### src/rtl/timer_sched_pkg.sv
// Shared types and helpers for the millisecond timeout scheduler.
// Optional auto-reload channels are enabled with `define TIMER_SCHED_RELOAD_EN.
package timer_sched_pkg;

  typedef enum logic {
    CH_IDLE,
    CH_RUN
  } ch_state_t;

  // Width needed to hold a timeout of 0..max_ms.
  function automatic int ms_width(input int max_ms);
    return $clog2(max_ms + 1);
  endfunction

  // Round-robin successor of idx among n requesters.
  function automatic int rr_next(input int idx, input int n);
    return (idx + 1 >= n) ? 0 : idx + 1;
  endfunction

endpackage

### src/rtl/timer_scheduler_if.sv
// Requester-side bundle of the timeout scheduler (master = requesters, slave = scheduler).
// The periodic vector exists only when TIMER_SCHED_RELOAD_EN is defined.
interface timer_scheduler_if #(
  parameter int NUM_CH = 4,
  parameter int MS_W   = 11
);
  logic                     enable;
  logic [NUM_CH-1:0]        req;
  logic [NUM_CH*MS_W-1:0]   dur;
  logic [NUM_CH-1:0]        cancel;
  logic [NUM_CH-1:0]        grant;
  logic [NUM_CH-1:0]        busy;
  logic [NUM_CH-1:0]        expired;
`ifdef TIMER_SCHED_RELOAD_EN
  logic [NUM_CH-1:0]        periodic;

  modport master (output enable, req, dur, cancel, periodic, input grant, busy, expired);
  modport slave  (input enable, req, dur, cancel, periodic, output grant, busy, expired);
`else
  modport master (output enable, req, dur, cancel, input grant, busy, expired);
  modport slave  (input enable, req, dur, cancel, output grant, busy, expired);
`endif
endinterface

### src/rtl/timer_sched_channel.sv
// One timeout channel: IDLE/RUN state plus a millisecond countdown advanced by the shared tick.
// With TIMER_SCHED_RELOAD_EN a periodic channel reloads its duration instead of stopping.
module timer_sched_channel
  import timer_sched_pkg::*;
#(
  parameter int MS_W = 11
) (
  input  logic            clk,
  input  logic            reset,
  input  logic            tick,
  input  logic            start,
  input  logic [MS_W-1:0] dur,
  input  logic            cancel,
`ifdef TIMER_SCHED_RELOAD_EN
  input  logic            periodic,
`endif
  output logic            busy,
  output logic            expired
);

  ch_state_t       state_q, state_d;
  logic [MS_W-1:0] rem_q, rem_d;
  logic            expired_q, expired_d;
  logic            auto_reload;
  logic [MS_W-1:0] start_len, reload_len;

`ifdef TIMER_SCHED_RELOAD_EN
  logic            periodic_q;
  logic [MS_W-1:0] reload_q;

  // A periodic zero-length timeout would expire every cycle; run it as 1 ms instead.
  assign start_len   = (periodic && dur == '0) ? MS_W'(1) : dur;
  assign auto_reload = periodic_q;
  assign reload_len  = reload_q;

  always_ff @(posedge clk) begin
    if (!reset) begin
      periodic_q <= 1'b0;
      reload_q   <= '0;
    end else if (start && state_q == CH_IDLE) begin
      periodic_q <= periodic;
      reload_q   <= start_len;
    end
  end
`else
  assign start_len   = dur;
  assign auto_reload = 1'b0;
  assign reload_len  = '0;
`endif

  always_comb begin
    // NOTE: defaults first, so every path assigns every signal and no latch is inferred.
    state_d   = state_q;
    rem_d     = rem_q;
    expired_d = 1'b0;
    unique case (state_q)
      CH_IDLE: begin
        if (start) begin
          if (start_len == '0) begin
            expired_d = 1'b1;
          end else begin
            state_d = CH_RUN;
            rem_d   = start_len;
          end
        end
      end
      CH_RUN: begin
        if (cancel) begin
          state_d = CH_IDLE;
          rem_d   = '0;
        end else if (tick) begin
          if (rem_q > MS_W'(1)) begin
            rem_d = rem_q - MS_W'(1);
          end else begin
            expired_d = 1'b1;
            if (auto_reload) begin
              rem_d = reload_len;
            end else begin
              state_d = CH_IDLE;
              rem_d   = '0;
            end
          end
        end
      end
    endcase
  end

  always_ff @(posedge clk) begin
    // NOTE: state registers use non-blocking assignments so all flops update from pre-edge values.
    if (!reset) begin
      state_q   <= CH_IDLE;
      rem_q     <= '0;
      expired_q <= 1'b0;
    end else begin
      state_q   <= state_d;
      rem_q     <= rem_d;
      expired_q <= expired_d;
    end
  end

  assign busy    = (state_q == CH_RUN);
  assign expired = expired_q;

endmodule

### src/rtl/timer_scheduler.sv
// Shared millisecond prescaler plus a round-robin start arbiter over NUM_CH timeout channels.
// Define TIMER_SCHED_RELOAD_EN to add per-channel periodic (auto-reload) timeouts.
module timer_scheduler
  import timer_sched_pkg::*;
#(
  parameter int NUM_CH      = 4,
  parameter int CLKS_PER_MS = 50000,
  parameter int MAX_MS      = 2000
) (
  input  logic               clk,
  input  logic               reset,
  timer_scheduler_if.slave   bus
);

  localparam int MS_W  = ms_width(MAX_MS);
  localparam int PS_W  = (CLKS_PER_MS > 1) ? $clog2(CLKS_PER_MS) : 1;
  localparam int PTR_W = $clog2(NUM_CH);

  logic [PS_W-1:0]   ps_q;
  logic              tick;
  logic [PTR_W-1:0]  ptr_q;
  logic [PTR_W-1:0]  sel_idx;
  logic              found;
  logic [NUM_CH-1:0] elig, start_v, grant_q, busy_v, expired_v;
  int                idx;

  // Free-running: grants never restart it, so a timeout's first ms may be partial.
  assign tick = bus.enable && (ps_q == PS_W'(CLKS_PER_MS - 1));

  always_ff @(posedge clk) begin
    if (!reset) begin
      ps_q <= '0;
    end else if (bus.enable) begin
      ps_q <= tick ? '0 : ps_q + PS_W'(1);
    end
  end

  assign elig = bus.req & ~busy_v;

  always_comb begin
    found   = 1'b0;
    sel_idx = '0;
    idx     = 0;
    for (int o = 0; o < NUM_CH; o++) begin
      idx = int'(ptr_q) + o;
      if (idx >= NUM_CH) idx = idx - NUM_CH;
      if (!found && elig[idx]) begin
        found   = 1'b1;
        sel_idx = PTR_W'(idx);
      end
    end
  end

  always_ff @(posedge clk) begin
    if (!reset) begin
      ptr_q   <= '0;
      grant_q <= '0;
    end else begin
      grant_q <= start_v;
      if (found) ptr_q <= PTR_W'(rr_next(int'(sel_idx), NUM_CH));
    end
  end

  for (genvar i = 0; i < NUM_CH; i++) begin : g_ch
    logic [MS_W-1:0] dur_raw, dur_clamped;

    assign start_v[i]  = found && (sel_idx == PTR_W'(i));
    assign dur_raw     = bus.dur[i*MS_W +: MS_W];
    assign dur_clamped = (dur_raw > MS_W'(MAX_MS)) ? MS_W'(MAX_MS) : dur_raw;

    timer_sched_channel #(.MS_W(MS_W)) u_ch (
      .clk      (clk),
      .reset    (reset),
      .tick     (tick),
      .start    (start_v[i]),
      .dur      (dur_clamped),
      .cancel   (bus.cancel[i]),
`ifdef TIMER_SCHED_RELOAD_EN
      .periodic (bus.periodic[i]),
`endif
      .busy     (busy_v[i]),
      .expired  (expired_v[i])
    );
  end

  assign bus.grant   = grant_q;
  assign bus.busy    = busy_v;
  assign bus.expired = expired_v;

endmodule

### src/flat_wrapper.sv
// flat-port wrapper written by rule: the top's interface ports become plain ports
module timer_scheduler_flat import timer_sched_pkg::*;
#(
  parameter int NUM_CH      = 4,
  parameter int CLKS_PER_MS = 50000,
  parameter int MAX_MS      = 2000
)
  (clk, reset, bus_enable, bus_req, bus_dur, bus_cancel, bus_grant, bus_busy, bus_expired);
  timer_scheduler_if #(.NUM_CH(NUM_CH), .MS_W((ms_width(MAX_MS)))) bus_i ();
  input  logic clk;
  input  logic reset;
  input wire logic [$bits(bus_i.enable)-1:0] bus_enable;
  input wire logic [$bits(bus_i.req)-1:0] bus_req;
  input wire logic [$bits(bus_i.dur)-1:0] bus_dur;
  input wire logic [$bits(bus_i.cancel)-1:0] bus_cancel;
  output wire logic [$bits(bus_i.grant)-1:0] bus_grant;
  output wire logic [$bits(bus_i.busy)-1:0] bus_busy;
  output wire logic [$bits(bus_i.expired)-1:0] bus_expired;
  assign bus_i.enable = bus_enable;
  assign bus_i.req = bus_req;
  assign bus_i.dur = bus_dur;
  assign bus_i.cancel = bus_cancel;
  assign bus_grant = bus_i.grant;
  assign bus_busy = bus_i.busy;
  assign bus_expired = bus_i.expired;
  timer_scheduler #(.NUM_CH(NUM_CH), .CLKS_PER_MS(CLKS_PER_MS), .MAX_MS(MAX_MS)) u_core (.clk(clk), .reset(reset), .bus(bus_i));
endmodule
### config.mk
export PLATFORM = sky130hd
export DESIGN_NAME = timer_scheduler_flat
export DESIGN_NICKNAME = d
export VERILOG_FILES = /design/src/rtl/timer_sched_pkg.sv /design/src/rtl/timer_scheduler_if.sv /design/src/rtl/timer_sched_channel.sv /design/src/rtl/timer_scheduler.sv /design/src/flat_wrapper.sv
export SDC_FILE = /design/constraint.sdc
export NUM_CORES = 1
export LEC_CHECK = 0
export ABC_AREA = 1
export CORE_MARGIN = 1
export CORE_UTILIZATION = 57
export CTS_CLUSTER_DIAMETER = 80
export DETAILED_ROUTE_END_ITERATION = 10
export PLACE_DENSITY = 0.85
export SETUP_SLACK_MARGIN = 0.15
export SYNTH_ARGS = -nofsm -noshare
export SYNTH_HDL_FRONTEND = slang
export SYNTH_HIERARCHICAL = 1
export SYNTH_SLANG_ARGS = --single-unit
### constraint.sdc
create_clock -name clk -period 2.5 [get_ports clk]
set_clock_uncertainty 0.05 [all_clocks]
set_input_delay 0.25 -clock clk [delete_from_list [all_inputs] [get_ports clk]]
set_output_delay 0.25 -clock clk [all_outputs]
set_load 0.02 [all_outputs]
==> metrics.txt, run 1 <==
placed wire-length estimate approximately 11 mm; IO buf count 66; antenna viol nets, final 0; final hold viol count 0; sequential area share after synthesis roughly a quarter; commonest non-fill, non-tap cell in the layout nand2_1; final setup vio count 14; Mapped Nets roughly 1100; Setup Total Neg Slack -0.164 ns; crit path kind reg -> reg; Post-Syn Instances between 1000 and 1500; hold_ws 0.271 ns; largest net degree at the start of global routing 25; Max Slew Vio Count 0; f_max between 0.3 and 0.4 GHz; CP max FO 8; number of synthesized flops with an enable pin 0; vias in the first global route slightly below 6000; share of cells above drive strength 1 13.7%; number of diodes 0; chip height approximately 100 µm; gr usage total 29.3%; total CTS buffers 9; Max rail drop VDD roughly 0.76 mV; CTS Hold Bufs 0; die area approximately 11000 µm²; Final period util 102%; Syn-to-layout area delta 28.2%; first-pass GRT wire length ~25 mm; Critical Path RT approximately 2.7 ns; clk buf depth 2; fin crit period around 2.6 ns; Fillers 807; WL/cell 12.8 µm; DIE WIDTH just over 100 µm; initial core utilization 58.9%; P_leak between 3 and 4 nW; GRT overflow 0; Root Buffer clkbuf_8; TritonCTS clock tree done; hold path start reset; FFs w/ async S/R, synth 0%; Pre-antenna DRT Iters 5; Synth Flop Type dfxtp_1; Critical Path Start u_core/ptr_q[0]$_SDFFE_PN0N_; worst flop-to-flop path startpoint u_core/ptr_q[0]$_SDFFE_PN0N_; YS warnings 6; Placed Cells around 1200; startpoint types flip-flop; CTS sink cnt 74; Initial DRC Count 434; Syn Area/Cell between 5 and 6 µm²; Clock Latency Late Sink roughly 0.37 ns; Vias/cell 5.25; Arr. time, crit path ~2.8 ns; final instance count without filler cells 1267; count of different cell masters after synthesis 33; run status finished with violations; most frequent cells in the layout 270 x nand2_1, 259 x nor2_1, 121 x inv_1; area of the mapped netlist a little under 6000 µm²; Layout Utilization 75.5%; std cell rows 36; PD cells ~1200 nW/µm²; nets 1197; unrepaired setup endpoints after global routing yes; dpl ws -0.244 ns; Hold/Removal Path Class in -> reg; synthesis-stage register bit count 74; Worst-path clk slew approximately 0.090 ns; final setup margin -0.0529 ns; DR vias between 6000 and 7000; CP Capture Type flip-flop; max_slew headroom between 60 and 70%; RD Place Congestion 0.950; failing checks setup timing; Worst-Margin Slew 0.456 ns; I/O Pins 67; htree depth 3; initial antenna violation count 0; DRT Wirelength roughly 16 mm; core area 9820 µm²; Max-Cap Viols 0; Post-route DRC 0
-- power breakdown --
group,leakage (nW),switching (W),internal [W]
clock,0.109,0.000483,0.000560
combinational,2.84,0.00335,0.00271
sequential,0.608,0.000328,0.00147
total,3.56,0.00416,0.00474
-- worst max-delay path, stage by stage (launching register included) --
cell and delay, ns:
dfxtp_4 0.47, inv_8 0.08, nand2_4 0.09, nand2_4 0.06, buf_4 0.13, nand2_1 0.06
nand2_1 0.05, nand4_1 0.09, nand3_1 0.11, nand2_2 0.14, ha_1 0.16, inv_1 0.05
nor2_1 0.13, inv_1 0.07, nor2_2 0.14, nand2_2 0.09, nand2_4 0.10, clkbuf_16 0.15
nand2_1 0.05, nor2_1 0.11, nor2_1 0.05
-- registers in the layout, summed over array words and instances, names as in the netlist --
signal / cells
u_core/bus.grant: 4
u_core/ptr_q: 2
u_core/ps_q: 16
u_core/g_ch.u_ch/rem_q: 44
u_core/g_ch.u_ch/expired: 4
u_core/g_ch.u_ch/busy: 4
-- per-layer routing --
layer	up-vias	wire length, µm	track usage, %
li1	3384	-	-
met1	2985	7000	35.8
met2	233	7790	50.2
met3	50	943	6.17
met4	0	453	12.0
met5	-	0	0
-- cells in the mapped netlist, types with 2 or more instances --
cell type | number | area (µm²)
nand2_1 | 278 | 1040
nor2_1 | 270 | 1010
inv_1 | 123 | 462
dfxtp_1 | 74 | 1480
nand3_1 | 73 | 365
o21ai_1 | 44 | 220
clkbuf_1 | 24 | 90.1
o21ai_0 | 21 | 105
nand2_2 | 18 | 113
ha_1 | 13 | 163
nor3_1 | 13 | 65.1
a21oi_1 | 12 | 60.1
buf_6 | 10 | 113
nand4_1 | 10 | 62.6
or2_1 | 8 | 50.1
nor2_2 | 6 | 37.5
nor4_1 | 6 | 37.5
nand3_2 | 5 | 50.1
buf_1 | 4 | 15.0
inv_2 | 4 | 15.0
o21bai_1 | 4 | 30.0
xor2_1 | 4 | 35.0
nor3b_2 | 3 | 37.5
nor2_4 | 2 | 22.5
o21ai_2 | 2 | 17.5
-- final timing paths --
kind,end,slack (ns),cells after the start
max,u_core/g_ch[0].u_ch/rem_q[8]$_SDFFE_PN0P_,-0.05,20
min reg2reg,u_core/g_ch[3].u_ch/rem_q[1]$_SDFFE_PN0P_,0.45,2
min,u_core/g_ch[2].u_ch/rem_q[4]$_SDFFE_PN0P_,0.27,3
max reg2reg,u_core/g_ch[0].u_ch/rem_q[8]$_SDFFE_PN0P_,-0.05,20
-- final cells by class --
type / count / area (µm²) / share of cell area, %
Inverter: 128 / 498 / 6.72
Sequential cell: 74 / 1490 / 20.1
Timing Repair Buffer: 117 / 1220 / 16.4
Clock buffer: 9 / 124 / 1.67
Multi-Input combinational cell: 799 / 3830 / 51.6
Tap cell: 133 / 166 / 2.24
Clock inverter: 7 / 91.3 / 1.23
-- per-stage QoR --
step	power (W)	cell area, µm²
after floorplan	0.00515	5780
after detailed placement	0.00637	6660
final	0.00890	7410
after global routing	0.00962	7410
after global placement	0.00629	6660
after CTS	0.00803	7140
-- kinds of logic after synthesis --
logic type	after synthesis	share of synthesized area, %
AOI/OAI and AO/OA	84	7.64
xor gates and xnor gates	4	0.606
adders and majority gates	13	2.81
buffers and inverters	166	12.1
DFF	74	25.6
and+or+nand+nor	698	51.2
-- what timing repair did --
action,4_1_cts,5_1_grt
gates resized for setup,34,36
gates cloned,2,3
setup buffers,11,6
setup endpoints to repair,45,49
pin swaps,20,25
Power figures use the tool's default switching activity.
==> run 2: changes to the inputs <==
--- a/config.mk
+++ b/config.mk
@@ -6,7 +6,6 @@
 export NUM_CORES = 1
 export LEC_CHECK = 0
 export ABC_AREA = 1
-export CORE_MARGIN = 1
 export CORE_UTILIZATION = 57
 export CTS_CLUSTER_DIAMETER = 80
 export DETAILED_ROUTE_END_ITERATION = 10
==> results of run 2 <==
No change in the layout: final DEF, timing and power equal those of run 1.
==> run 3: changes to the inputs <==
--- a/config.mk
+++ b/config.mk
@@ -6,10 +6,11 @@
 export NUM_CORES = 1
 export LEC_CHECK = 0
 export ABC_AREA = 1
-export CORE_UTILIZATION = 57
+export CORE_UTILIZATION = 60
 export CTS_CLUSTER_DIAMETER = 80
 export DETAILED_ROUTE_END_ITERATION = 10
-export PLACE_DENSITY = 0.85
+export DONT_BUFFER_PORTS = 1
+export PLACE_DENSITY = 0.8
 export SETUP_SLACK_MARGIN = 0.15
 export SYNTH_ARGS = -nofsm -noshare
 export SYNTH_HDL_FRONTEND = slang
==> metrics.txt, run 3 (synthesis gave the netlist of run 1 again) <==
htree depth 3 (unchanged); Seq. cell area 1490 µm² (unchanged); fin crit period 2.50 ns (was 2.55 ns); CTS sink cnt 74 (unchanged); Max Slew Vio Count 0 (unchanged); Initial DRC Count 399 (was 434); Hold/Removal Path Class in -> reg (unchanged); initial antenna violation count 0 (unchanged); total CTS buffers 9 (unchanged); Top reg by flops u_core/g_ch.u_ch/rem_q (unchanged); Final period util 99.9% (was 102%); startpoint types flip-flop (unchanged); Max-Cap Viols 0 (unchanged); antenna viol nets, final 0 (unchanged); placed wire-length estimate 9.81 mm (was 10.6 mm); die area 10000 µm² (was 10600 µm²); largest stage delay on the critical path 0.45 ns (was 0.47 ns); GRT overflow 0 (unchanged); largest net degree at the start of global routing 45 (was 25); TritonCTS clock tree done (unchanged); hold_ws 0.0536 ns (was 0.271 ns); P_leak 3.21 nW (was 3.56 nW); Arr. time, crit path 2.74 ns (was 2.76 ns); top flop regs u_core/g_ch.u_ch/rem_q: 44 flops, u_core/ps_q: 16 flops (unchanged); run status finished clean (was finished with violations); RD Place Congestion 0.903 (was 0.950); IO buf count 0 (was 66); Max rail drop VDD 0.612 mV (was 0.765 mV); final setup margin 0.00306 ns (was -0.0529 ns); critical-path cell list inv_8 -> nand2_4 -> nand2_2 -> buf_4 -> nand2_1 -> nand2_1 -> nand2_1 -> nand3_1 -> nand2_2 -> buf_4 -> ha_2 -> inv_2 -> nor2_4 -> inv_2 -> nor2_4 -> nand2_4 -> nand2_8 -> buf_4 -> o21ai_1 -> nor2_1 (was inv_8 -> nand2_4 -> nand2_4 -> buf_4 -> nand2_1 -> nand2_1 -> nand4_1 -> nand3_1 -> nand2_2 -> ha_1 -> inv_1 -> nor2_1 -> inv_1 -> nor2_2 -> nand2_2 -> nand2_4 -> clkbuf_16 -> nand2_1 -> nor2_1 -> nor2_1); most frequent cells in the layout 272 x nand2_1, 258 x nor2_1, 118 x inv_1 (was 270 x nand2_1, 259 x nor2_1, 121 x inv_1); DRT Wirelength 15.2 mm (was 16.2 mm); dpl ws -0.120 ns (was -0.244 ns); Worst-path clk slew 0.08 ns (was 0.09 ns); DIE WIDTH 100 µm (was 103 µm); Gate power share 65.4% (was 68.1%); Placed Cells 1145 (was 1229); Net Sw Frac 49.5% (was 46.7%); clock share of power 12.2% (was 11.7%); global routing usage on met3 5.99% (was 6.17%); Largest register FFs 44 (unchanged); clk buf depth 2 (unchanged); Critical Path RT 2.75 ns (was 2.71 ns); final setup vio count 0 (was 14); Switch Pwr 0.00406 W (was 0.00416 W); max_slew headroom 58.8% (was 69.3%); Clock Latency Late Sink 0.36 ns (was 0.37 ns); Fillers 788 (was 807); share of cells above drive strength 1 13.3% (was 13.7%); met1 routing resource usage after global routing 36.8% (was 35.8%); vias in the first global route 5543 (was 5840); DR vias 6239 (was 6652); f_max 0.400 GHz (was 0.392 GHz); commonest non-fill, non-tap cell in the layout nand2_1 (unchanged); number of diodes 0 (unchanged); chip height 100 µm (was 103 µm); nets 1119 (was 1197); WL/cell 12.8 µm (about the same); Pre-antenna DRT Iters 5 (unchanged); unrepaired setup endpoints after global routing yes (unchanged); Int Pwr 0.00414 W (was 0.00474 W); initial core utilization 62.3% (was 58.9%); Worst-Margin Slew 0.613 ns (was 0.456 ns); Hold Path Depth 3 (unchanged); CP max FO 8 (unchanged); Root Buffer clkbuf_8 (unchanged); Global Route met2 Usage 48.4% (was 50.2%); core area 9280 µm² (was 9820 µm²); first-pass GRT wire length 23.7 mm (was 24.6 mm); sequential power share 22.4% (was 20.2%); final hold viol count 0 (unchanged); crit path max-delay cell type dfxtp_4 (unchanged); Syn-to-layout area delta 14.9% (was 28.2%); Vias/cell 5.27 (was 5.25); gr usage total 29.0% (was 29.3%); Top Usage Layer GRT met2 (unchanged); Worst Reg-to-Reg Cells 20 (unchanged); PD cells 1230 nW/µm² (was 1200 nW/µm²); Post-route DRC 0 (unchanged); crit path kind reg -> reg (unchanged); final instance count without filler cells 1184 (was 1267); multi-input logic area 3940 µm² (was 3830 µm²); CP Capture Type flip-flop (unchanged); I/O Pins 67 (unchanged); std cell rows 35 (was 36)
run 3: metal layers:
layer / routed length, µm / up-vias
li1: - / 3241
met1: 6670 / 2751
met2: 7000 / 201
met3: 949 / 46
met4: 546 / 0
met5: 0 / -
run 3: worst max-delay path: cells and delay by family, from the launching register on:
kind,cells,cell delay (ns)
AOI/OAI and AO/OA,1,0.06
adders and majority gates,1,0.16
buffers and inverters,6,0.59
DFF,1,0.45
and+or+nand+nor,12,1.13
run 3: power groups by stage:
stage | clock [W] | combinational (W) | sequential, W
after CTS | 0.00101 | 0.00432 | 0.00180
after detailed placement | 0 | 0.00398 | 0.00181
after global routing | 0.00108 | 0.00600 | 0.00188
after global placement | 0 | 0.00394 | 0.00181
final | 0.000999 | 0.00536 | 0.00184
after floorplan | 0 | 0.00340 | 0.00175
run 3: what timing repair did:
item                       CTS  global route
hold buffers                 3             1
hold endpoints to repair    47             1
buffers inserted             4            11
setup endpoints to repair   44            47
cloned                       2             3
pin swaps                    8            22
gates resized for setup     21            66
run 3: path summary, 6_finish.rpt:
kind,end,slack [ns],start
setup / recovery,u_core/g_ch[1].u_ch/rem_q[0]$_SDFFE_PN0P_,0.003,u_core/ptr_q[0]$_SDFFE_PN0N_
hold / removal,u_core/ps_q[0]$_SDFFE_PN0P_,0.05,bus_enable
setup reg to reg,u_core/g_ch[1].u_ch/rem_q[0]$_SDFFE_PN0P_,0.003,u_core/ptr_q[0]$_SDFFE_PN0N_
hold reg to reg,u_core/g_ch[2].u_ch/rem_q[1]$_SDFFE_PN0P_,0.45,u_core/g_ch[2].u_ch/rem_q[1]$_SDFFE_PN0P_
run 3: cell type report:
cell class                 instances  area share, %
multi-input combinational        802           59.2
sequential                        74           22.4
inverter                         128           7.45
timing repair buffer              36           5.35
tap                              129           2.43
clock buffer                      10           1.92
clock inverter                     5           1.20
run 3: through the flow:
stage / power [W] / area, µm² / setup TNS [ns] / util [%]
CTS: 0.00713 / 6240 / 0 / 67.3
detailed placement: 0.00579 / 5850 / -2.62 / 63.0
finish: 0.00820 / 6650 / 0 / 71.6
global route: 0.00896 / 6650 / -2.30 / 71.6
global placement: 0.00575 / 5850 / -0.241 / 63.0
floorplan: 0.00515 / 5780 / 0 / -
